--- config.mk ---
export PLATFORM = sky130hd
export DESIGN_NAME = effect_scheduler
export DESIGN_NICKNAME = d
export VERILOG_FILES = /design/src/rtl/effect_pkg.sv /design/src/rtl/effect_scheduler_key_debounce.sv /design/src/rtl/effect_scheduler.sv
export SDC_FILE = /design/constraint.sdc
export NUM_CORES = 1
export LEC_CHECK = 0
export ABC_AREA = 1
export BUFFER_PORTS_ARGS = -buffer_cell sky130_fd_sc_hd__buf_2
export CORE_ASPECT_RATIO = 2
export CORE_MARGIN = 1
export CORE_UTILIZATION = 45
export DETAILED_ROUTE_END_ITERATION = 16
export GPL_TIMING_DRIVEN = 0
export PLACE_DENSITY = 0.6
export SYNTH_ARGS = -nofsm -noshare
export SYNTH_HDL_FRONTEND = slang
export SYNTH_SLANG_ARGS = --single-unit
--- constraint.sdc ---
create_clock -name clk -period 2 [get_ports clk]
set_input_delay 0.3 -clock clk [delete_from_list [all_inputs] [get_ports clk]]
set_output_delay 0.3 -clock clk [all_outputs]
set_load 0.02 [all_outputs]
--- src/rtl/effect_pkg.sv ---
// Shared types for the effect scheduler: mode encoding, filter-enable bundle
// and the mode-to-enable decode table.
package effect_pkg;

  typedef enum logic [1:0] {
    MODE_PASS,
    MODE_THRESH,
    MODE_SOFT,
    MODE_EDGE
  } mode_t;

  // 'edge' is a reserved word, so the Sobel-select field is edge_sel
  typedef struct packed {
    logic thresh;
    logic bright;
    logic blur;
    logic adsr;
    logic edge_sel;
  } fx_enables_t;

  localparam fx_enables_t FX_NONE = '0;

  function automatic fx_enables_t decode_mode(input mode_t m);
    fx_enables_t en;
    en = FX_NONE;
    case (m)
      MODE_THRESH: en.thresh = 1'b1;
      MODE_SOFT: begin
        en.bright = 1'b1;
        en.blur   = 1'b1;
      end
      MODE_EDGE: begin
        en.adsr     = 1'b1;
        en.edge_sel = 1'b1;
      end
      default: en = FX_NONE;
    endcase
    return en;
  endfunction

endpackage

--- src/rtl/effect_scheduler_key_debounce.sv ---
// Two-flop synchronizer plus debounce counter for an active-low pushbutton;
// emits a one-cycle pulse when a press (1->0 of the accepted level) is accepted.
module key_debounce #(
  parameter int DEBOUNCE_CYCLES = 250000
) (
  input  logic clk,
  input  logic reset,
  input  logic key_n_i,
  output logic press_o
);

  localparam int CNT_W = (DEBOUNCE_CYCLES > 1) ? $clog2(DEBOUNCE_CYCLES) : 1;
  localparam logic [CNT_W-1:0] CNT_LAST = CNT_W'(DEBOUNCE_CYCLES - 1);

  logic             sync1_q, sync2_q;
  logic             level_q, level_d;
  logic             press_q, press_d;
  logic [CNT_W-1:0] cnt_q, cnt_d;

  // The counter measures how long the synced key has disagreed with the
  // accepted level; any return to agreement restarts it.
  always_comb begin
    level_d = level_q;
    cnt_d   = '0;
    press_d = 1'b0;
    if (sync2_q != level_q) begin
      if (cnt_q == CNT_LAST) begin
        level_d = sync2_q;
        press_d = ~sync2_q;
      end else begin
        cnt_d = cnt_q + 1'b1;
      end
    end
  end

  always_ff @(posedge clk) begin
    if (!reset) begin
      sync1_q <= 1'b1;
      sync2_q <= 1'b1;
      level_q <= 1'b1;
      cnt_q   <= '0;
      press_q <= 1'b0;
    end else begin
      sync1_q <= key_n_i;
      sync2_q <= sync1_q;
      level_q <= level_d;
      cnt_q   <= cnt_d;
      press_q <= press_d;
    end
  end

  assign press_o = press_q;

endmodule

--- src/rtl/effect_scheduler.sv ---
// Frame-synchronous mode controller: collects button presses and beat-driven
// advances as a pending mode and commits it only on frame_start.
module effect_scheduler
  import effect_pkg::*;
#(
  parameter int NUM_MODES       = 4,
  parameter int BEATS_PER_MODE  = 8,
  parameter int DEBOUNCE_CYCLES = 250000
) (
  input  logic       clk,
  input  logic       reset,
  input  logic       mode_key_n,
  input  logic       auto_en,
  input  logic       beat_in,
  input  logic       frame_start,
  output logic       thresh_en,
  output logic       bright_en,
  output logic       blur_en,
  output logic       adsr_en,
  output logic       edge_en,
  output logic [1:0] mode,
  output logic       pending,
  output logic       mode_changed
);

  localparam int BC_W = (BEATS_PER_MODE > 1) ? $clog2(BEATS_PER_MODE) : 1;
  localparam logic [BC_W-1:0] BC_LAST = BC_W'(BEATS_PER_MODE - 1);

  function automatic mode_t next_mode(input mode_t m);
    if (int'(m) >= NUM_MODES - 1) return MODE_PASS;
    return mode_t'(m + 2'd1);
  endfunction

  logic            press_evt;
  logic            beat_sync1_q, beat_sync2_q, beat_prev_q;
  logic            beat_evt, adv_evt, req, commit;
  logic [BC_W-1:0] beat_count_q, beat_count_d;
  mode_t           mode_q, mode_d, pending_mode_q, pending_mode_d, base_mode;
  logic            pending_q, pending_d;
  logic            changed_q, changed_d;
  fx_enables_t     en_q, en_d;

  key_debounce #(
    .DEBOUNCE_CYCLES(DEBOUNCE_CYCLES)
  ) u_mode_key (
    .clk    (clk),
    .reset  (reset),
    .key_n_i(mode_key_n),
    .press_o(press_evt)
  );

  assign beat_evt = beat_sync2_q & ~beat_prev_q;
  assign adv_evt  = auto_en & beat_evt & (beat_count_q == BC_LAST);
  assign req      = press_evt | adv_evt;
  assign commit   = frame_start & pending_q;

  always_comb begin
    beat_count_d = beat_count_q;
    if (press_evt || adv_evt) begin
      beat_count_d = '0;
    end else if (auto_en && beat_evt) begin
      beat_count_d = beat_count_q + 1'b1;
    end
  end

  // When a commit and a request coincide, the committed mode equals
  // pending_mode_q, so the same base serves both cases.
  always_comb begin
    base_mode      = pending_q ? pending_mode_q : mode_q;
    mode_d         = mode_q;
    en_d           = en_q;
    pending_d      = pending_q & ~commit;
    pending_mode_d = pending_mode_q;
    changed_d      = commit;
    if (commit) begin
      mode_d = pending_mode_q;
      en_d   = decode_mode(pending_mode_q);
    end
    if (req) begin
      pending_d      = 1'b1;
      pending_mode_d = next_mode(base_mode);
    end
  end

  always_ff @(posedge clk) begin
    if (!reset) begin
      beat_sync1_q   <= 1'b0;
      beat_sync2_q   <= 1'b0;
      beat_prev_q    <= 1'b0;
      beat_count_q   <= '0;
      mode_q         <= MODE_PASS;
      pending_mode_q <= MODE_PASS;
      pending_q      <= 1'b0;
      changed_q      <= 1'b0;
      en_q           <= FX_NONE;
    end else begin
      beat_sync1_q   <= beat_in;
      beat_sync2_q   <= beat_sync1_q;
      beat_prev_q    <= beat_sync2_q;
      beat_count_q   <= beat_count_d;
      mode_q         <= mode_d;
      pending_mode_q <= pending_mode_d;
      pending_q      <= pending_d;
      changed_q      <= changed_d;
      en_q           <= en_d;
    end
  end

  assign thresh_en    = en_q.thresh;
  assign bright_en    = en_q.bright;
  assign blur_en      = en_q.blur;
  assign adsr_en      = en_q.adsr;
  assign edge_en      = en_q.edge_sel;
  assign mode         = mode_q;
  assign pending      = pending_q;
  assign mode_changed = changed_q;

endmodule

=== Word level (Yosys, flattened, before mapping) ===
Cells that the tools add are included.

* Word-level logic and storage cells: 54
* Output and inout port bits: 9
* Bits of input ports: 6
* Bits in registers: 39

* Equal/unequal tests: 6
* Bitwise operators: 11
* Reduce and logical (&&, ||, !) cells: 6
* Add/sub/neg operators: 3
* Multiplexer cells: 9
* $lt $le $gt $ge: 1

{| class="wikitable"
|+ Operator list
! kind !! count
|-
| 18-bit by 1-bit adder with 18-bit output (second input constant) || 1
|-
| 18-bit equality test (second input constant) || 1
|-
| 2-bit 2-to-1 mux || 5
|-
| 1-bit bitwise AND || 5
|-
| 1-bit inverter || 5
|-
| 2-bit equality test (second input constant) || 2
|-
| 1-bit 2-to-1 mux || 4
|-
| 3-bit by 1-bit adder with 3-bit output (second input constant) || 1
|-
| 3-bit equality test (second input constant) || 1
|-
| 3-bit AND reduction || 1
|-
| 3-bit OR reduction || 1
|-
| 2-bit by 1-bit adder with 2-bit output (second input constant) || 1
|-
| 2-bit by 1-bit equality test with 1-bit output (second input constant) || 1
|-
| 2-bit >= comparator (second input constant) || 1
|-
| 2-bit AND reduction || 1
|-
| 2-bit OR reduction || 1
|-
| 1-bit logical AND || 1
|-
| 1-bit logical OR || 1
|-
| 1-bit != test || 1
|-
| 1-bit bitwise OR || 1
|}

=== Longest topological paths before layout ===
Gate-level depths: netlist (run 1).

* Depth after elaboration: 7
* Gate-level depth with buffers: 9
* Mapped depth without buffers: 9

=== Modules after synthesis ===
Synthesis (run 1) repeated with hierarchy kept, for this count alone.

* Cell total of the unflattened synthesis: 220
* Area, all modules: 1700.4 µm²

{| class="wikitable"
|+ By module, submodules not included
! module !! area an instance (µm²) !! cells an instance !! seq. area each (µm²) !! instances
|-
| key_debounce || 1068.5 || 139 || 440.4 || 1
|-
| effect_scheduler || 631.9 || 81 || 300.3 || 1
|}

=== Worst setup path before layout (run 1) ===
Ideal clock, no wire load.

* Path kind: register -> register
* From: reg u_mode_key.cnt_q[0]
* To: reg u_mode_key.cnt_q[12]
* Buffers on the path: 1
* Library setup time: 0.115 ns
* Slack: 0.681 ns
* Required time: 1.885 ns
* Stages on the path, launching flop included: 8
* Arrival: 1.204 ns
* Period minus slack after synthesis: 1.319 ns
* Cell sequence: dfxtp_1 -> ha_1 -> nand3_2 -> nor2_4 -> nand2_4 -> nand2_8 -> buf_12 -> nor2_2

* Longest elaborated chain between the ends: 2
* Elaborated cells between the ends (all ways): 3
* Classes of those cells: add/sub: 1; eq/ne: 1; reduce/logical: 1

{| class="wikitable"
|+ Ends and longest elaborated chain
! element !! line !! source
|-
| from (decl) || effect_scheduler_key_debounce.sv:18 || <nowiki>logic [CNT_W-1:0] cnt_q, cnt_d;</nowiki>
|-
| from (signal assigned) || effect_scheduler_key_debounce.sv:47 || <nowiki>cnt_q <= cnt_d;</nowiki>
|-
| branches (longest 2 deep; another with 18-bit by 1-bit adder with 18-bit output) || n/a ||
|}

Several ways; the timed one is not identified.
A chain may end at the register's enable or synchronous reset.

=== Final worst setup path (run 1) ===
Ends and elaborated chain as after synthesis.

==> flow_metrics.py, run 1 <==
metrics = {
    "sta": {
        "fin_setup_tns_ns": 0,
        "finClkSkew_ns": 0.00546,
        "setup_viol": 0,
        "rsz0062_at_grt": "no",
        "relSlewSlack_pct": 80.5,
        "fmax_mhz": 672,
        "hold_viol_final": 0,
        "layout_min_cycle_time_ns": 1.49,
        "fin_crit_sh_pct": 74.4,
        "maxSlewViolCount": 0,
        "worstMarginPinSlew_ns": 0.290,
    },
    "hold_path": {
        "min-delay-start": "mode_key_n",
        "holdPathStages": 2,
        "hold_end": "u_mode_key.sync1_q",
        "hold_class": "input pin to register",
    },
    "setup_path": {
        "worstPathRequired_ns": 2.19,
        "rr_worst_depth": 7,
        "critPathLaunchType": "register",
        "worstReg2RegEnd": "u_mode_key.cnt_q[12]",
        "critPathMaxFanout": 10,
        "worstSetupPathType": "register to register",
        "end_kind": "register",
        "critPathLaunch": "u_mode_key.cnt_q[0]",
        "rrSetupSlack_ns": 0.51,
        "reg2reg_from": "u_mode_key.cnt_q[0]",
        "crit_arrival_ns": 1.67,
    },
    "place": {
        "dpl.hpwl_mm": 2.63,
        "io_buffers": 13,
        "place.gp.congestion": 0.900,
    },
    "power_and_ir_drop": {
        "seq_power_share_pct": 50.8,
        "p_int_mw": 1.16,
        "power.density_mw_per_mm2": 737,
        "power_mw": 1.47,
        "p_leak_nw": 0.784,
        "p_sw_mw": 0.306,
        "switching_share_pct": 20.9,
        "p_comb_share_pct": 2.1,
        "clockPowerShare_pct": 47.0,
        "ir_drop_v": 0.000573,
    },
    "global_routing": {
        "grt_pass1_wl_mm": 5.76,
        "grt_antenna_before_repair": 0,
        "grt_pass1_vias": 1381,
        "gr-usage-all-layers_pct": 19.0,
        "grt_max_degree": 13,
        "gr-total-overflow": 0,
    },
    "final_layout": {
        "fin_nets": 253,
        "drive_above_1_share_pct": 23.4,
        "area_delta_synth_final_pct": 14.1,
        "diodes": 0,
        "fill_cells": 391,
        "finish.utilization_pct": 54.6,
    },
    "routing": {
        "totalWireLength_mm": 3.39,
        "drcViolationCount": 0,
        "wl_per_cell_um": 11.6,
        "firstDrtPassIters": 4,
        "drt_iter0_drc": 35,
        "final_antenna_net_count": 0,
        "vias": 1411,
        "via_per_inst": 4.82,
    },
    "clock_network": {
        "cts_setup_buffers": 0,
        "h-tree-depth": 2,
        "cts_resized": 0,
        "clk_latency_ns": 0.29,
        "cts_buffers": 5,
        "clock-sinks": 37,
        "ctsLongestPathBuffers": 2,
        "root_buffer": "clkbuf_8",
        "holdBufCountCts": 0,
        "cts_tree": "built",
        "clk_pin_slew_ns": 0.08,
    },
    "floorplan": {
        "io_pins": 15,
        "dieWidth_um": 46.0,
        "coreArea_mm2": 0.00365,
        "rows": 31,
        "die_h_um": 90.0,
        "start_util_pct": 47.8,
        "die_area_mm2": 0.00414,
    },
    "synthesis": {
        "ys_seq_area_share_pct": 42.5,
        "synth.distinct_cells": 24,
        "syn_area_mm2": 0.00174,
        "syn_inst": 223,
        "ys_seq_elements": 37,
        "synth_fp_nets": 233,
        "ys_warn_count": 0,
        "syn_area_per_cell_um2": 7.82,
    },
    "status": {
        "status": "complete, no violations",
    },
    "run": {
        "cap_violations": 0,
    },
}
-- how the worst max path moves through the flow --
stage                                 to  slack [ns]  depth (start not counted)
CTS                 u_mode_key.cnt_q[12]        0.48                          7
global route        u_mode_key.cnt_q[15]        0.38                          7
global placement    u_mode_key.cnt_q[12]        0.52                          7
floorplan           u_mode_key.cnt_q[12]        0.68                          7
finish              u_mode_key.cnt_q[12]        0.51                          7
detailed placement  u_mode_key.cnt_q[11]        0.50                          7
-- routing by layer --
metal  global-route usage (%)  wire [um]  up-vias
met4                     11.5        123        0
li1                         -          -      740
met2                     33.7       1950       21
met1                     17.8       1240      640
met5                        0          0        -
met3                     4.22         70       10
-- worst max-delay path, stage by stage, from the launching register on --
cell and delay, ns:
dfxtp_1 0.40, ha_1 0.24, nand3_2 0.19, nor2_4 0.18
nand2_4 0.09, nand2_8 0.10, buf_12 0.15, nor2_2 0.04
-- cell usage in the layout, fill, tap and decap left out, types with 2 or more instances in the layout --
master,synthesis,final
a21oi_1,17,17
a21oi_2,2,2
buf_2,0,13
buf_4,3,3
clkbuf_8,0,6
dfxtp_1,37,37
ha_1,4,4
inv_1,27,27
inv_2,4,4
nand2_1,44,44
nand2_4,2,2
nand3_1,16,16
nand3_2,2,2
nand4_1,8,8
nor2_1,18,18
nor2_2,12,12
nor2_4,5,5
nor3_1,2,2
o21ai_0,5,5
or2_2,4,4
xnor2_1,4,4
xor2_1,3,3
-- synth_stat cells --
| cell | instances | area, um2 |
|---|---|---|
| o21ai_0 | 5 | 25.0 |
| nor2_4 | 5 | 56.3 |
| nand3_1 | 16 | 80.1 |
| nand2_1 | 44 | 165 |
| inv_1 | 27 | 101 |
| nand4_1 | 8 | 50.1 |
| xnor2_1 | 4 | 35.0 |
| nor3_1 | 2 | 10.0 |
| nor3b_1 | 1 | 7.51 |
| nand2_4 | 2 | 22.5 |
| nor2_1 | 18 | 67.6 |
| nor2_2 | 12 | 75.1 |
| nand3_2 | 2 | 20.0 |
| ha_1 | 4 | 50.1 |
| nand2_8 | 1 | 20.0 |
| dfxtp_1 | 37 | 741 |
| o21ai_1 | 1 | 5.00 |
| buf_4 | 3 | 22.5 |
| a21oi_1 | 17 | 85.1 |
| or2_2 | 4 | 25.0 |
| buf_12 | 1 | 20.0 |
| xor2_1 | 3 | 26.3 |
| inv_2 | 4 | 15.0 |
| a21oi_2 | 2 | 17.5 |
-- power groups by stage --
stage	Clock, mW	Sequential (mW)	Combinational [mW]
2_1_floorplan	0	0.762	0.0223
3_3_place_gp	0	0.762	0.0320
3_5_place_dp	0	0.762	0.0322
4_1_cts	0.700	0.745	0.0322
5_1_grt	0.732	0.746	0.0346
6_report	0.690	0.745	0.0314
-- registers in the layout, indices dropped and copies added (netlist names), 2 cells and up --
signal            count
u_mode_key.cnt_q     18
beat_count_q          3
pending_mode_q        2
mode                  2
-- per-stage QoR --
stage | instance area [um2] | hold slack [ns] | cells | worst slack, ns
global route | 1990 | 0.188 | 293 | 0.383
CTS | 1990 | 0.186 | 293 | 0.480
detailed placement | 1870 | 0.406 | 285 | 0.501
floorplan | 1740 | 0.390 | 223 | 0.681
global placement | 1870 | 0.395 | 285 | 0.520
finish | 1990 | 0.193 | 293 | 0.512
-- final cells by class --
| class | count | area [um2] | area share (%) |
|---|---|---|---|
| multi-input combinational | 151 | 843 | 42.4 |
| sequential | 37 | 741 | 37.2 |
| inverter | 31 | 116 | 5.85 |
| clock buffer | 6 | 82.6 | 4.15 |
| timing repair buffer | 13 | 65.1 | 3.27 |
| tap | 49 | 61.3 | 3.08 |
| buffer | 4 | 42.5 | 2.14 |
| clock inverter | 2 | 37.5 | 1.89 |
-- cell families after synthesis --
kind of cell / synth area share [%]
AOI/OAI and AO/OA: 7.61
xor gates and xnor gates: 3.52
adders and majority gates: 2.87
buffers and inverters: 9.12
and+or+nand+nor: 34.4
DFF: 42.5
No activity file was read; power rests on OpenSTA's default activity.
==> inputs of run 2 (changes only) <==
==> constraint.sdc (replaced) <==
create_clock -name clk -period 1.5 [get_ports clk]
set_input_delay 0.225 -clock clk [delete_from_list [all_inputs] [get_ports clk]]
set_output_delay 0.225 -clock clk [all_outputs]
set_load 0.02 [all_outputs]
==> run 2 against run 1 <==
Compared with the run above: die area stayed put; sequential cell count stayed put; cell area is 0.75% higher; utilization is 0.41 points higher; largest power group unchanged; highest routed layer unchanged.
==> flow_metrics.py, run 2 (synthesized netlist as in run 1, its figures left out) <==
metrics = {
    "setup_path": {
        "worstReg2RegEnd": "u_mode_key.cnt_q[12]",
        "cp_slowest_cell": "dfxtp_2",
        "critPathLaunch": "u_mode_key.cnt_q[0]",
        "rr_worst_depth": 7,
        "critPathLaunchType": "register",
        "end_kind": "register",
        "max_stage_delay_ns": 0.36,
        "reg2reg_from": "u_mode_key.cnt_q[0]",
        "worstPathRequired_ns": 1.68,
        "rrSetupSlack_ns": 0.13,
        "crit_arrival_ns": 1.56,
        "worstSetupPathType": "register to register",
        "worstPathCellList": "ha_2, nand3_4, nor2_4, nand2_4, nand2_8, buf_12, nor2_2",
        "critPathMaxFanout": 10,
        "endpoint": "u_mode_key.cnt_q[12]",
    },
    "routing": {
        "drt_iter0_drc": 28,
        "firstDrtPassIters": 4,
        "wl_per_cell_um": 11.5,
        "vias": 1419,
        "drcViolationCount": 0,
        "via_per_inst": 4.84,
        "totalWireLength_mm": 3.38,
        "final_antenna_net_count": 0,
    },
    "floorplan": {
        "start_util_pct": 47.8,
        "dieWidth_um": 46.0,
        "die_h_um": 90.0,
        "die_area_mm2": 0.00414,
        "coreArea_mm2": 0.00365,
        "io_pins": 15,
        "rows": 31,
    },
    "power_and_ir_drop": {
        "power_mw": 1.95,
        "ir_drop_v": 0.000764,
        "power.density_mw_per_mm2": 973,
        "p_leak_nw": 0.784,
    },
    "clock_network": {
        "cts_tree": "built",
        "cts_resized": 1,
        "h-tree-depth": 2,
        "clk_latency_ns": 0.29,
        "cts_buffers": 5,
        "cts_setup_buffers": 0,
        "holdBufCountCts": 0,
        "clk_pin_slew_ns": 0.08,
        "root_buffer": "clkbuf_8",
        "clock-sinks": 37,
        "ctsLongestPathBuffers": 2,
    },
    "final_layout": {
        "area_delta_synth_final_pct": 15.0,
        "reg_top3": "u_mode_key.cnt_q x18, beat_count_q x3",
        "fin_nets": 253,
        "multi_input_area_um2": 857,
        "final_cell_mix": "44 x nand2_1, 36 x dfxtp_1, 27 x inv_1, 18 x nor2_1, 17 x a21oi_1",
        "largest_reg_flops": 18,
        "regArea_um2": 742,
        "mostFrequentLayoutCell": "nand2_1",
        "drive_above_1_share_pct": 24.6,
        "fill_cells": 389,
        "finish.utilization_pct": 55.0,
        "diodes": 0,
        "regMostFlops": "u_mode_key.cnt_q",
    },
    "hold_path": {
        "hold_class": "input pin to register",
    },
    "sta": {
        "maxSlewViolCount": 0,
        "rsz0062_at_grt": "no",
        "layout_min_cycle_time_ns": 1.37,
        "fmax_mhz": 729,
        "relSlewSlack_pct": 80.5,
        "finClkSkew_ns": 0.00550,
        "worstMarginPinSlew_ns": 0.290,
        "fin_crit_sh_pct": 91.4,
        "hold_viol_final": 0,
        "setup_viol": 0,
        "fin_setup_tns_ns": 0,
    },
    "place": {
        "io_buffers": 13,
        "dpl.hpwl_mm": 2.63,
        "place.gp.congestion": 0.900,
    },
    "run": {
        "cap_violations": 0,
    },
    "status": {
        "status": "complete, no violations",
    },
    "global_routing": {
        "grt_pass1_vias": 1388,
        "gr-total-overflow": 0,
        "grt_max_degree": 13,
        "gr-usage-all-layers_pct": 19.0,
        "grt_antenna_before_repair": 0,
        "grt_pass1_wl_mm": 5.77,
    },
}
==> run 2: worst min path at each step <==
stage,start,end,depth (start not counted)
floorplan,beat_in,beat_sync1_q,2
global placement,u_mode_key.sync1_q,u_mode_key.sync2_q,1
detailed placement,u_mode_key.sync1_q,u_mode_key.sync2_q,1
CTS,mode_key_n,u_mode_key.sync1_q,2
finish,mode_key_n,u_mode_key.sync1_q,2
global route,beat_in,beat_sync1_q,3
==> run 2: critical path: cells and delay by family (launching register included) <==
family | cells | cell delay, ns
buffers and inverters | 1 | 0.15
adders and majority gates | 1 | 0.23
DFF | 1 | 0.36
and+or+nand+nor | 5 | 0.52
==> run 2: cell type report <==
cell class                 instances  area share [%]
buffer                             4            2.12
clock buffer                       6            4.12
clock inverter                     2            1.87
inverter                          31            5.81
multi-input combinational        151            42.8
sequential                        37            37.0
tap                               49            3.06
timing repair buffer              13            3.25
==> run 2: report_power, final <==
group	switching (mW)	leakage, nW	internal [mW]	total (mW)
Clock	0.374	0.0574	0.541	0.914
Sequential	0.00437	0.300	0.989	0.993
Combinational	0.0254	0.427	0.0166	0.0421
==> run 2: per-stage QoR <==
| step | cells | cell area, um2 | hold WS (ns) | setup WS (ns) |
|---|---|---|---|---|
| finish | 293 | 2000 | 0.121 | 0.129 |
| global route | 293 | 2000 | 0.113 | 0.0144 |
| CTS | 293 | 2000 | 0.111 | 0.0243 |
| detailed placement | 285 | 1870 | 0.406 | 0.000757 |
| global placement | 285 | 1870 | 0.395 | 0.0202 |
| floorplan | 223 | 1740 | 0.323 | 0.181 |
==> run 2: per-layer routing <==
layer	track usage, %	vias up	wire [um]
li1	-	740	-
met1	17.8	647	1230
met2	33.7	21	1960
met3	4.22	11	68
met4	11.5	0	125
met5	0	-	0
==> inputs of run 3 (changes only) <==
--- a/config.mk
+++ b/config.mk
@@ -7,7 +7,7 @@
 export LEC_CHECK = 0
 export ABC_AREA = 1
 export BUFFER_PORTS_ARGS = -buffer_cell sky130_fd_sc_hd__buf_2
-export CORE_ASPECT_RATIO = 2
+export CORE_ASPECT_RATIO = 1.4
 export CORE_MARGIN = 1
 export CORE_UTILIZATION = 45
 export DETAILED_ROUTE_END_ITERATION = 16
==> run 3 against run 2 <==
Compared with the run above: first-iteration DRC count is 21% higher; power grew 5.5%; sequential power about the same; critical path depth unchanged; cell area increased by 0.25%; hold slack worse by 0.0048 ns; register-to-register slack improved by 0.02 ns; non-clock buffer count unchanged; sequential share of layout area shrank 0.092 points; combinational power fell by 2%; clock skew is 0.0025 ns higher; routed wire length shrank 6.7%; critical endpoint is now u_mode_key.cnt_q[6]; highest routed layer unchanged.
==> flow_metrics.py, run 3 (synthesized netlist as in run 1, its figures left out) <==
metrics = {
    "clock_network": {
        "cts_buffers": 5,
        "h-tree-depth": 2,
        "holdBufCountCts": 0,
        "ctsLongestPathBuffers": 2,
        "clk_pin_slew_ns": 0.08,
        "cts_tree": "built",
        "root_buffer": "clkbuf_8",
        "clock-sinks": 37,
        "clk_latency_ns": 0.29,
    },
    "power_and_ir_drop": {
        "power.density_mw_per_mm2": 1020,
        "power_mw": 2.06,
        "p_leak_nw": 0.794,
        "ir_drop_v": 0.000786,
    },
    "setup_path": {
        "rr_worst_depth": 7,
        "end_kind": "register",
        "crit_arrival_ns": 1.54,
        "critPathLaunchType": "register",
        "worstReg2RegEnd": "u_mode_key.cnt_q[6]",
        "cp_slowest_cell": "dfxtp_2",
        "rrSetupSlack_ns": 0.14,
        "worstPathRequired_ns": 1.68,
        "reg2reg_from": "u_mode_key.cnt_q[0]",
        "max_stage_delay_ns": 0.36,
        "worstSetupPathType": "register to register",
        "critPathLaunch": "u_mode_key.cnt_q[0]",
        "critPathMaxFanout": 10,
        "worstPathCellList": "ha_2, nand3_4, nor2_4, nand2_4, nand2_8, buf_12, nor2_2",
    },
    "final_layout": {
        "area_delta_synth_final_pct": 15.3,
        "final_cell_mix": "44 x nand2_1, 36 x dfxtp_1, 27 x inv_1, 18 x nor2_1, 17 x a21oi_1",
        "fin_nets": 253,
        "reg_top3": "u_mode_key.cnt_q x18, beat_count_q x3",
        "fin_cells": 286,
        "regMostFlops": "u_mode_key.cnt_q",
        "largest_reg_flops": 18,
        "mostFrequentLayoutCell": "nand2_1",
        "drive_above_1_share_pct": 24.6,
        "diodes": 0,
    },
    "floorplan": {
        "start_util_pct": 47.4,
        "die_area_mm2": 0.00413,
        "rows": 26,
        "die_h_um": 75.6,
        "io_pins": 15,
        "coreArea_mm2": 0.00368,
        "dieWidth_um": 54.6,
    },
    "global_routing": {
        "gr-usage-all-layers_pct": 18.8,
        "gr-total-overflow": 0,
        "grt_pass1_wl_mm": 5.42,
        "grt_max_degree": 13,
        "grt_pass1_vias": 1292,
        "grt_antenna_before_repair": 0,
    },
    "status": {
        "status": "complete, no violations",
    },
    "run": {
        "cap_violations": 0,
    },
    "routing": {
        "wl_per_cell_um": 11.0,
        "firstDrtPassIters": 4,
        "vias": 1407,
        "totalWireLength_mm": 3.15,
        "via_per_inst": 4.92,
        "drcViolationCount": 0,
        "drt_iter0_drc": 34,
        "final_antenna_net_count": 0,
    },
    "sta": {
        "relSlewSlack_pct": 83.1,
        "maxSlewViolCount": 0,
        "rsz0062_at_grt": "no",
        "fmax_mhz": 738,
        "setup_viol": 0,
        "fin_setup_tns_ns": 0,
        "fin_crit_sh_pct": 90.4,
        "worstMarginPinSlew_ns": 0.252,
        "finClkSkew_ns": 0.00795,
        "hold_viol_final": 0,
        "hold_ws_ns": 0.116,
        "layout_min_cycle_time_ns": 1.36,
    },
    "place": {
        "dp.cells": 278,
        "place.gp.congestion": 0.909,
        "dpl.hpwl_mm": 2.39,
        "io_buffers": 13,
    },
    "hold_path": {
        "hold_end": "u_mode_key.sync1_q",
        "holdPathStages": 2,
        "min-delay-start": "mode_key_n",
        "hold_class": "input pin to register",
    },
}
==> run 3: critical path: cells and delay by family, from the launching register on <==
kind                       cells  cell delay [ns]
and+or+nand+nor                5             0.51
buffers and inverters          1             0.15
DFF                            1             0.36
adders and majority gates      1             0.22
==> run 3: how the worst max path moves through the flow <==
| stage | endpoint | slack (ns) | cells after the start |
|---|---|---|---|
| global route | u_mode_key.cnt_q[12] | 0.03 | 7 |
| floorplan | u_mode_key.cnt_q[12] | 0.18 | 7 |
| global placement | u_mode_key.cnt_q[11] | 0.03 | 7 |
| finish | u_mode_key.cnt_q[6] | 0.14 | 7 |
| detailed placement | u_mode_key.cnt_q[12] | 0.03 | 7 |
| CTS | u_mode_key.cnt_q[11] | 0.01 | 7 |
==> run 3: timing repair <==
action / in CTS / in global routing
endpoints found under the setup margin: 0 / 13
buffers inserted: 0 / 0
gates resized for setup: 0 / 4
hold endpoints to repair: 0 / 0
==> run 3: stage by stage <==
step	area, um2	utilization, %	setup WS, ns
2_1_floorplan	1740	-	0.181
3_3_place_gp	1860	50.6	0.0276
3_5_place_dp	1860	50.6	0.0253
4_1_cts	1990	54.3	0.0150
5_1_grt	2010	54.7	0.0314
6_report	2010	54.7	0.145
==> run 3: cell type report <==
| type | count | area (um2) |
|---|---|---|
| Fill cell | 381 | 1670 |
| Timing Repair Buffer | 13 | 65.1 |
| Clock inverter | 3 | 65.1 |
| Inverter | 31 | 116 |
| Clock buffer | 5 | 68.8 |
| Buffer | 4 | 42.5 |
| Sequential cell | 37 | 742 |
| Multi-Input combinational cell | 151 | 857 |
| Tap cell | 42 | 52.6 |
==> run 3: where the power goes <==
group	leakage [nW]	switching, mW	internal, mW
registers	0.300	0.00473	0.989
logic	0.427	0.0247	0.0167
clock network	0.0681	0.360	0.660
total	0.794	0.390	1.67
==> run 3: layer usage <==
metal | track usage, % | wire (um)
met5 | 0 | 0
met4 | 9.69 | 86
met3 | 5.39 | 102
met2 | 31.2 | 1610
met1 | 21.2 | 1360
